==> src/rtl/div_pipelined_result_if.sv <==
// div_pipelined_result_if: handshake and data bus between the last divider latch, the result stage and the execute stage.
interface div_pipelined_result_if;
   logic        iPREVIOUS_VALID;
   logic        oPREVIOUS_BUSY;
   logic        iPREVIOUS_SIGN;
   logic [31:0] iPREVIOUS_DIVISOR;
   logic [31:0] iPREVIOUS_DIVIDEND;
   logic [31:0] iPREVIOUS_Q;
   logic [31:0] iPREVIOUS_R;
   logic        oNEXT_VALID;
   logic        iNEXT_BUSY;
   logic [31:0] oNEXT_QUOTIENT;
   logic [31:0] oNEXT_REMAINDER;
   logic [1:0]  oNEXT_EXCEPTION;
   modport master (
      output iPREVIOUS_VALID, iPREVIOUS_SIGN, iPREVIOUS_DIVISOR, iPREVIOUS_DIVIDEND, iPREVIOUS_Q, iPREVIOUS_R, iNEXT_BUSY,
      input  oPREVIOUS_BUSY, oNEXT_VALID, oNEXT_QUOTIENT, oNEXT_REMAINDER, oNEXT_EXCEPTION
   );
   modport slave (
      input  iPREVIOUS_VALID, iPREVIOUS_SIGN, iPREVIOUS_DIVISOR, iPREVIOUS_DIVIDEND, iPREVIOUS_Q, iPREVIOUS_R, iNEXT_BUSY,
      output oPREVIOUS_BUSY, oNEXT_VALID, oNEXT_QUOTIENT, oNEXT_REMAINDER, oNEXT_EXCEPTION
   );
endinterface

==> src/rtl/div_pipelined_result.sv <==
// div_pipelined_result: sign correction, divide-by-zero override and result FIFO for the pipelined divider.
// Define DIV_PIPELINED_RESULT_EXCEPTION_EN to store and report {overflow, div_zero} per result.
module div_pipelined_result #(
   parameter int DEPTH   = 4,
   parameter int DEPTH_W = 2
) (
   input logic iCLOCK,
   input logic inRESET,
   input logic iREMOVE,
   div_pipelined_result_if.slave bus
);
   localparam logic [DEPTH_W:0] FULL = (DEPTH_W+1)'(DEPTH);
   logic [DEPTH_W-1:0] wrPtr, rdPtr;
   logic [DEPTH_W:0]   count;
   logic [31:0]        qMem [DEPTH];
   logic [31:0]        rMem [DEPTH];
   logic               push, pop, divZero, negQ, negR;
   logic [31:0]        resQ, resR;
   always_comb begin
      divZero = bus.iPREVIOUS_DIVISOR == 32'd0;
      negQ    = bus.iPREVIOUS_SIGN & (bus.iPREVIOUS_DIVIDEND[31] ^ bus.iPREVIOUS_DIVISOR[31]);
      negR    = bus.iPREVIOUS_SIGN & bus.iPREVIOUS_DIVIDEND[31];
      resQ    = divZero ? 32'hFFFF_FFFF : negQ ? -bus.iPREVIOUS_Q : bus.iPREVIOUS_Q;
      resR    = divZero ? bus.iPREVIOUS_DIVIDEND : negR ? -bus.iPREVIOUS_R : bus.iPREVIOUS_R;
      push    = bus.iPREVIOUS_VALID && !bus.oPREVIOUS_BUSY;
      pop     = bus.oNEXT_VALID && !bus.iNEXT_BUSY;
   end
   assign bus.oPREVIOUS_BUSY  = count == FULL;
   assign bus.oNEXT_VALID     = count != '0;
   assign bus.oNEXT_QUOTIENT  = qMem[rdPtr];
   assign bus.oNEXT_REMAINDER = rMem[rdPtr];
   // Flush wins over push and pop; storage contents are left stale behind the reset pointers.
   always_ff @(posedge iCLOCK or negedge inRESET) begin
      if (!inRESET) begin
         wrPtr <= '0;
         rdPtr <= '0;
         count <= '0;
         for (int i = 0; i < DEPTH; i++) begin
            qMem[i] <= '0;
            rMem[i] <= '0;
         end
      end else if (iREMOVE) begin
         wrPtr <= '0;
         rdPtr <= '0;
         count <= '0;
      end else begin
         if (push) begin
            qMem[wrPtr] <= resQ;
            rMem[wrPtr] <= resR;
            wrPtr       <= wrPtr + DEPTH_W'(1);
         end
         if (pop) rdPtr <= rdPtr + DEPTH_W'(1);
         count <= count + (DEPTH_W+1)'(push) - (DEPTH_W+1)'(pop);
      end
   end
`ifdef DIV_PIPELINED_RESULT_EXCEPTION_EN
   logic [1:0] excMem [DEPTH];
   logic       overflow;
   assign overflow = bus.iPREVIOUS_SIGN && bus.iPREVIOUS_DIVIDEND == 32'h8000_0000 && bus.iPREVIOUS_DIVISOR == 32'hFFFF_FFFF;
   assign bus.oNEXT_EXCEPTION = excMem[rdPtr];
   always_ff @(posedge iCLOCK or negedge inRESET) begin
      if (!inRESET) begin
         for (int i = 0; i < DEPTH; i++) excMem[i] <= '0;
      end else if (!iREMOVE && push) begin
         excMem[wrPtr] <= {overflow, divZero};
      end
   end
`else
   assign bus.oNEXT_EXCEPTION = 2'b00;
`endif
endmodule

==> src/flat_wrapper.sv <==
// flat-port wrapper written by rule: the top's interface ports become plain ports
module div_pipelined_result_flat 
#(
   parameter int DEPTH   = 4,
   parameter int DEPTH_W = 2
)
  (iCLOCK, inRESET, iREMOVE, bus_iPREVIOUS_VALID, bus_iPREVIOUS_SIGN, bus_iPREVIOUS_DIVISOR, bus_iPREVIOUS_DIVIDEND, bus_iPREVIOUS_Q, bus_iPREVIOUS_R, bus_iNEXT_BUSY, bus_oPREVIOUS_BUSY, bus_oNEXT_VALID, bus_oNEXT_QUOTIENT, bus_oNEXT_REMAINDER, bus_oNEXT_EXCEPTION);
  div_pipelined_result_if bus_i ();
  input logic iCLOCK;
  input logic inRESET;
  input logic iREMOVE;
  input wire logic [$bits(bus_i.iPREVIOUS_VALID)-1:0] bus_iPREVIOUS_VALID;
  input wire logic [$bits(bus_i.iPREVIOUS_SIGN)-1:0] bus_iPREVIOUS_SIGN;
  input wire logic [$bits(bus_i.iPREVIOUS_DIVISOR)-1:0] bus_iPREVIOUS_DIVISOR;
  input wire logic [$bits(bus_i.iPREVIOUS_DIVIDEND)-1:0] bus_iPREVIOUS_DIVIDEND;
  input wire logic [$bits(bus_i.iPREVIOUS_Q)-1:0] bus_iPREVIOUS_Q;
  input wire logic [$bits(bus_i.iPREVIOUS_R)-1:0] bus_iPREVIOUS_R;
  input wire logic [$bits(bus_i.iNEXT_BUSY)-1:0] bus_iNEXT_BUSY;
  output wire logic [$bits(bus_i.oPREVIOUS_BUSY)-1:0] bus_oPREVIOUS_BUSY;
  output wire logic [$bits(bus_i.oNEXT_VALID)-1:0] bus_oNEXT_VALID;
  output wire logic [$bits(bus_i.oNEXT_QUOTIENT)-1:0] bus_oNEXT_QUOTIENT;
  output wire logic [$bits(bus_i.oNEXT_REMAINDER)-1:0] bus_oNEXT_REMAINDER;
  output wire logic [$bits(bus_i.oNEXT_EXCEPTION)-1:0] bus_oNEXT_EXCEPTION;
  assign bus_i.iPREVIOUS_VALID = bus_iPREVIOUS_VALID;
  assign bus_i.iPREVIOUS_SIGN = bus_iPREVIOUS_SIGN;
  assign bus_i.iPREVIOUS_DIVISOR = bus_iPREVIOUS_DIVISOR;
  assign bus_i.iPREVIOUS_DIVIDEND = bus_iPREVIOUS_DIVIDEND;
  assign bus_i.iPREVIOUS_Q = bus_iPREVIOUS_Q;
  assign bus_i.iPREVIOUS_R = bus_iPREVIOUS_R;
  assign bus_i.iNEXT_BUSY = bus_iNEXT_BUSY;
  assign bus_oPREVIOUS_BUSY = bus_i.oPREVIOUS_BUSY;
  assign bus_oNEXT_VALID = bus_i.oNEXT_VALID;
  assign bus_oNEXT_QUOTIENT = bus_i.oNEXT_QUOTIENT;
  assign bus_oNEXT_REMAINDER = bus_i.oNEXT_REMAINDER;
  assign bus_oNEXT_EXCEPTION = bus_i.oNEXT_EXCEPTION;
  div_pipelined_result #(.DEPTH(DEPTH), .DEPTH_W(DEPTH_W)) u_core (.iCLOCK(iCLOCK), .inRESET(inRESET), .iREMOVE(iREMOVE), .bus(bus_i));
endmodule
==> config.mk <==
export PLATFORM = sky130hd
export DESIGN_NAME = div_pipelined_result_flat
export DESIGN_NICKNAME = d
export VERILOG_FILES = /design/src/rtl/div_pipelined_result_if.sv /design/src/rtl/div_pipelined_result.sv /design/src/flat_wrapper.sv
export SDC_FILE = /design/constraint.sdc
export NUM_CORES = 1
export LEC_CHECK = 0
export ABC_AREA = 1
export CORE_ASPECT_RATIO = 1.2
export CORE_MARGIN = 3
export CORE_UTILIZATION = 30
export DETAILED_ROUTE_END_ITERATION = 8
export SYNTH_ARGS = -nofsm -noshare
export SYNTH_HDL_FRONTEND = slang
export SYNTH_SLANG_ARGS = --single-unit
==> constraint.sdc <==
create_clock -name iCLOCK -period 4.3 [get_ports iCLOCK]
set_input_delay 0.645 -clock iCLOCK [delete_from_list [all_inputs] [get_ports iCLOCK]]
set_output_delay 0.645 -clock iCLOCK [all_outputs]
set_load 0.02 [all_outputs]
==> impl_metrics.json, run 1 <==
{
  "root_buffer": "clkbuf_16",
  "detail_route.wl_per_cell_um": 17.7,
  "setup_violations": 0,
  "drive_gt1_frac": 0.0534,
  "ys_ff_latch": 263,
  "first_pass_iters": 5,
  "worstPathCellList": "buf_4 -> o21ai_0 -> o22ai_1 -> clkdlybuf4s50_1",
  "ys_seq_area_frac": 0.454,
  "cts_sinks": 263,
  "topRoutingLayerUsed": "met5",
  "start_util": 0.306,
  "rsz0062_at_grt": "no",
  "worstHoldStart": "u_core.qMem[74]",
  "utilization": 0.379,
  "leakage_nw": 8.96,
  "ir_drop_mv": 0.382,
  "cts_tree": "built",
  "critPathBufInv": 2,
  "status": "completed",
  "clock.fmax_mhz": 284,
  "yosys_warnings": 0,
  "io_buffers": 199,
  "cts_setup_buffers": 0,
  "syn_area_um2": 14500,
  "setup_tns_ns": 0,
  "max_slew_margin": 0.324,
  "drv_cap": 0,
  "io_pins": 202,
  "finalHoldViolations": 0,
  "antenna_found_initial": 1,
  "drtAntennaViolNets": 0,
  "diodes": 0,
  "start_kind": "register",
  "grt_max_degree": 155,
  "dp_hpwl_um": 31400,
  "min_period_ns": 3.52,
  "drt-total-wl_um": 50100,
  "track_usage": 0.193,
  "fin_skew_ns": 0.00745,
  "fin_ws_ns": 0.783,
  "core-area_um2": 47400,
  "critPathMaxStageDelay_ns": 0.67,
  "dr.first_iter.drc_count": 1004,
  "power.density_nw_per_um2": 612,
  "vias": 14250,
  "fp.dieW_um": 207,
  "synth.avg_cell_area_um2": 7.09,
  "crit_start": "u_core.rdPtr[1]",
  "die_y_um": 247,
  "met1_length_um": 20800,
  "num-nets-final": 2331,
  "cts_buffer_depth": 3,
  "critical-path-top-delay-family": "buffers and inverters",
  "maxSlewViolCount": 0,
  "vias_per_cell": 5.03,
  "wl_met2_um": 24000,
  "arrival_ns": 2.87,
  "grt_pass1_wl_um": 78400,
  "slowest_stage": "buf_4",
  "dr_wl_met3_um": 3870,
  "die_area_um2": 51000,
  "numCtsBuffers": 31,
  "criticalPathCategory": "reg -> out",
  "post-route-drc-count": 0,
  "yosysUniqueCellTypes": 41,
  "place_congestion": 0.887,
  "cp_max_fo": 64,
  "num_rows": 87,
  "hp-class": "reg -> reg",
  "clkSlewWorstSetupHoldPaths_ns": 0.06,
  "grt_pass1_vias": 14175,
  "synthCells": 2044,
  "pre_cts_ws_ns": 1.17,
  "r2r_start": "u_core.count[1]",
  "clk_latency_ns": 0.57,
  "cts_resized": 0,
  "hold_buffers": 1,
  "worstMarginPinSlew_ns": 1.01,
  "overflow": 0,
  "h-tree-depth": 1,
  "area_growth_pct": 23.9,
  "required_ns": 3.65,
  "r2r_slack_ns": 1.98,
  "worst_setup_path_end_kind": "output port",
  "period_share": 0.818
}
==> power breakdown <==
part	total [mW]	switching, mW	internal (mW)
Combinational	4.35	2.56	1.78
Sequential	4.07	0.548	3.52
Clock	2.57	1.07	1.50
Total	11.0	4.18	6.80
==> per-stage QoR <==
| stage | cell area (um^2) | total power, mW | hold WS (ns) | cells |
|---|---|---|---|---|
| floorplan | 14500 | 6.56 | 0.349 | 2045 |
| global placement | 16900 | 8.37 | 0.456 | 2777 |
| detailed placement | 16900 | 8.47 | 0.460 | 2777 |
| CTS | 17900 | 11.1 | 0.476 | 2834 |
| global route | 17900 | 11.8 | 0.490 | 2834 |
| finish | 17900 | 11.0 | 0.471 | 2834 |
==> sequential cells by signal, summed over array words and instances (netlist names) <==
register	flops
u_core.qMem	128
u_core.rdPtr	2
u_core.wrPtr	2
u_core.count	3
u_core.rMem	128
==> worst register-to-register path, cell delays in order, from the launching register on <==
cell     delay, ns
dfrtp_1       0.46
nor3_2        0.27
inv_1         0.06
nand2_1       0.17
nor2_4        0.09
nand2_2       0.08
buf_4         0.79
o21ai_0       0.23
==> layout make-up <==
type | count | area (um^2)
clock inverters | 12 | 96.3
flip-flops and latches | 263 | 6590
inverters | 70 | 267
clock buffers | 44 | 895
repair buffers | 222 | 2260
fillers | 4963 | 29400
multi-input cells | 1600 | 7060
well taps | 623 | 779
==> synth_stat cells, drive strengths merged <==
cell	number	area, um^2
nand3	160	826
fa	1	20.0
ha	8	100
xnor2	4	35.0
nand2	868	3290
o31ai	2	15.0
a31oi	1	6.26
o22ai	64	400
nor2	238	926
xor2	11	96.3
dfrtp	263	6580
nand3b	7	65.1
a21boi	1	7.51
a21o	1	7.51
a211oi	1	7.51
or2	25	156
a22o	1	8.76
conb	1	3.75
clkbuf	45	169
inv	70	265
nand4	15	93.8
buf	67	414
o21ai	169	865
a21oi	14	70.1
nor3	3	20.0
o211ai	4	40.0
==> path summary, 6_finish.rpt <==
kind | end | depth (start not counted)
worst min-delay path | u_core.qMem[74] | 2
worst max-delay path | bus_oNEXT_QUOTIENT[29] | 4
worst min register to register | u_core.qMem[74] | 2
max in group asynchronous | u_core.rdPtr[0] | 3
min in group asynchronous | u_core.qMem[24] | 2
worst max register to register | u_core.qMem[1] | 7
==> metal layers <==
layer	vias to the layer above	global-route usage
li1	6833	-
met2	519	0.330
met3	82	0.0336
met4	2	0.0611
met1	6814	0.249
met5	-	0
==> logic make-up after synthesis <==
logic type / count (synthesis) / synth area share
buffers and inverters: 182 / 0.0586
adder cells (fa/ha/maj): 9 / 0.00829
AND/OR/NAND/NOR: 1316 / 0.371
flip-flops: 263 / 0.454
AO/OA/AOI/OAI: 258 / 0.0985
XOR/XNOR: 15 / 0.00907
other: 1 / 0.000259
==> placed cells by master, fill, tap and decap left out, types with 8 or more instances in the layout <==
master,n
clkbuf_16,31
clkdlybuf4s50_1,198
clkinv_2,8
inv_1,60
o22ai_1,64
dfrtp_1,261
or2_1,25
nand2_1,858
a21oi_1,14
o21ai_0,148
buf_4,15
nand2_2,9
o21ai_1,16
inv_2,8
nand3_1,155
nand4_1,15
xor2_1,11
nor2_1,229
ha_1,8
Power figures use the tool's default switching activity.
==> run 2, diff against run 1 <==
clock period = 3.21 ns   (was 4.3 ns; I/O delays follow)
==> run 2 against run 1 <==
Effect of this change: global-route usage increased by 0.47 points; wire length increased by 2.5%; first-iteration DRC count is 13% higher.
==> impl_metrics.json, run 2 (synthesized netlist as in run 1, its figures left out) <==
{
  "status": "completed",
  "reg_top3": "u_core.qMem x128, u_core.rMem x128, u_core.count x3",
  "leakage_nw": 9.26,
  "overflow": 0,
  "detail_route.wl_per_cell_um": 18.0,
  "first_pass_iters": 5,
  "r2r_slack_ns": 1.01,
  "multi_input_area_um2": 7060,
  "dp_hpwl_um": 32900,
  "setup_violations": 0,
  "slowest_stage": "clkdlybuf4s50_1",
  "max_slew_margin": 0.318,
  "period_share": 0.965,
  "io_pins": 202,
  "drv_cap": 0,
  "antenna_found_initial": 1,
  "finalHoldViolations": 0,
  "track_usage": 0.198,
  "die_y_um": 247,
  "arrival_ns": 2.62,
  "ir_drop_mv": 0.517,
  "drt-total-wl_um": 51300,
  "cp_max_fo": 24,
  "grt_pass1_wl_um": 79900,
  "criticalPathCategory": "reg -> out",
  "clk_latency_ns": 0.57,
  "io_buffers": 199,
  "utilization": 0.386,
  "grt_pass1_vias": 14289,
  "critPathMaxStageDelay_ns": 0.66,
  "start_util": 0.306,
  "drive_gt1_frac": 0.0597,
  "maxSlewViolCount": 0,
  "worstPathCellList": "clkinv_2 -> buf_6 -> o21ai_0 -> o22ai_1 -> clkdlybuf4s50_1",
  "hold_depth": 2,
  "path_depth": 5,
  "min_period_ns": 3.10,
  "area_growth_pct": 26.2,
  "h-tree-depth": 1,
  "fillers": 4903,
  "layout_common_cells": "nand2_1, dfrtp_1, nor2_1",
  "final_common_cell": "nand2_1",
  "die_area_um2": 51000,
  "root_buffer": "clkbuf_16",
  "place_congestion": 0.886,
  "fin_skew_ns": 0.0205,
  "vias": 14436,
  "worst-r2r-cell-count": 7,
  "start_kind": "register",
  "cts_buffer_depth": 3,
  "core-area_um2": 47400,
  "diodes": 0,
  "critPathBufInv": 3,
  "fp.dieW_um": 207,
  "num-nets-final": 2347,
  "drtAntennaViolNets": 0,
  "dr.first_iter.drc_count": 1138,
  "vias_per_cell": 5.07,
  "clock.fmax_mhz": 323,
  "seqCellArea_um2": 6590,
  "worst_setup_path_end_kind": "output port",
  "required_ns": 2.73,
  "numCtsBuffers": 30,
  "hp-class": "reg -> reg",
  "rsz0062_at_grt": "no",
  "clkSlewWorstSetupHoldPaths_ns": 0.06,
  "cts_sinks": 263,
  "post-route-drc-count": 0,
  "setup_tns_ns": 0,
  "worstMarginPinSlew_ns": 1.02,
  "power.density_nw_per_um2": 822,
  "cts_tree": "built",
  "num_rows": 87,
  "grt_max_degree": 83,
  "critical-path-top-delay-family": "buffers and inverters"
}
-- run 2: metrics by stage --
stage | hold WS (ns) | power, mW | area, um^2 | cells | setup WS (ns)
after floorplan | 0.186 | 8.79 | 14500 | 2045 | 1.23
after global placement | 0.457 | 11.3 | 17100 | 2790 | 0.506
after detailed placement | 0.459 | 11.4 | 17100 | 2790 | 0.471
after CTS | 0.476 | 15.1 | 18200 | 2846 | 0.00136
after global routing | 0.493 | 16.1 | 18300 | 2850 | 0.00840
final | 0.473 | 15.0 | 18300 | 2850 | 0.111
-- run 2: final timing paths --
kind | from | to
worst min-delay path | u_core.qMem[69] | u_core.qMem[69]
max in group asynchronous | inRESET | u_core.rMem[51]
worst max register to register | u_core.count[1] | u_core.qMem[1]
worst min register to register | u_core.qMem[69] | u_core.qMem[69]
worst max-delay path | u_core.rdPtr[0] | bus_oNEXT_REMAINDER[26]
min in group asynchronous | inRESET | u_core.qMem[120]
-- run 2: report_power, final --
part	total, mW	internal, mW	switching [mW]
clock network	3.71	2.28	1.44
logic	5.85	2.39	3.46
registers	5.46	4.71	0.745
-- run 2: per-layer routing --
layer,global-route usage,share of wire,vias to the layer above
met1,0.254,0.42,6930
met2,0.340,0.48,542
li1,-,-,6870
met3,0.0344,0.075,92
met5,0,0.00025,-
met4,0.0593,0.026,2
-- run 2: area by class of cell --
type | count | share of cell area
well taps | 623 | 0.0426
clock inverters | 12 | 0.0103
flip-flops and latches | 263 | 0.360
repair buffers | 239 | 0.138
clock buffers | 43 | 0.0476
multi-input cells | 1600 | 0.386
inverters | 70 | 0.0147
-- run 2: worst min-delay path: stages (launching register included) --
cell and delay (ns):
dfrtp_1 0.34, nand2_1 0.05, nand2_1 0.05
-- run 2: what timing repair did --
| action | in CTS | in global routing |
|---|---|---|
| resized for setup | 12 | 16 |
| hold endpoints to repair | 75 | 0 |
| hold buffers | 1 | 0 |
| buffers inserted | 0 | 3 |
| setup endpoints to repair | 30 | 24 |
| cloned | 0 | 1 |
| pin swaps | 0 | 0 |
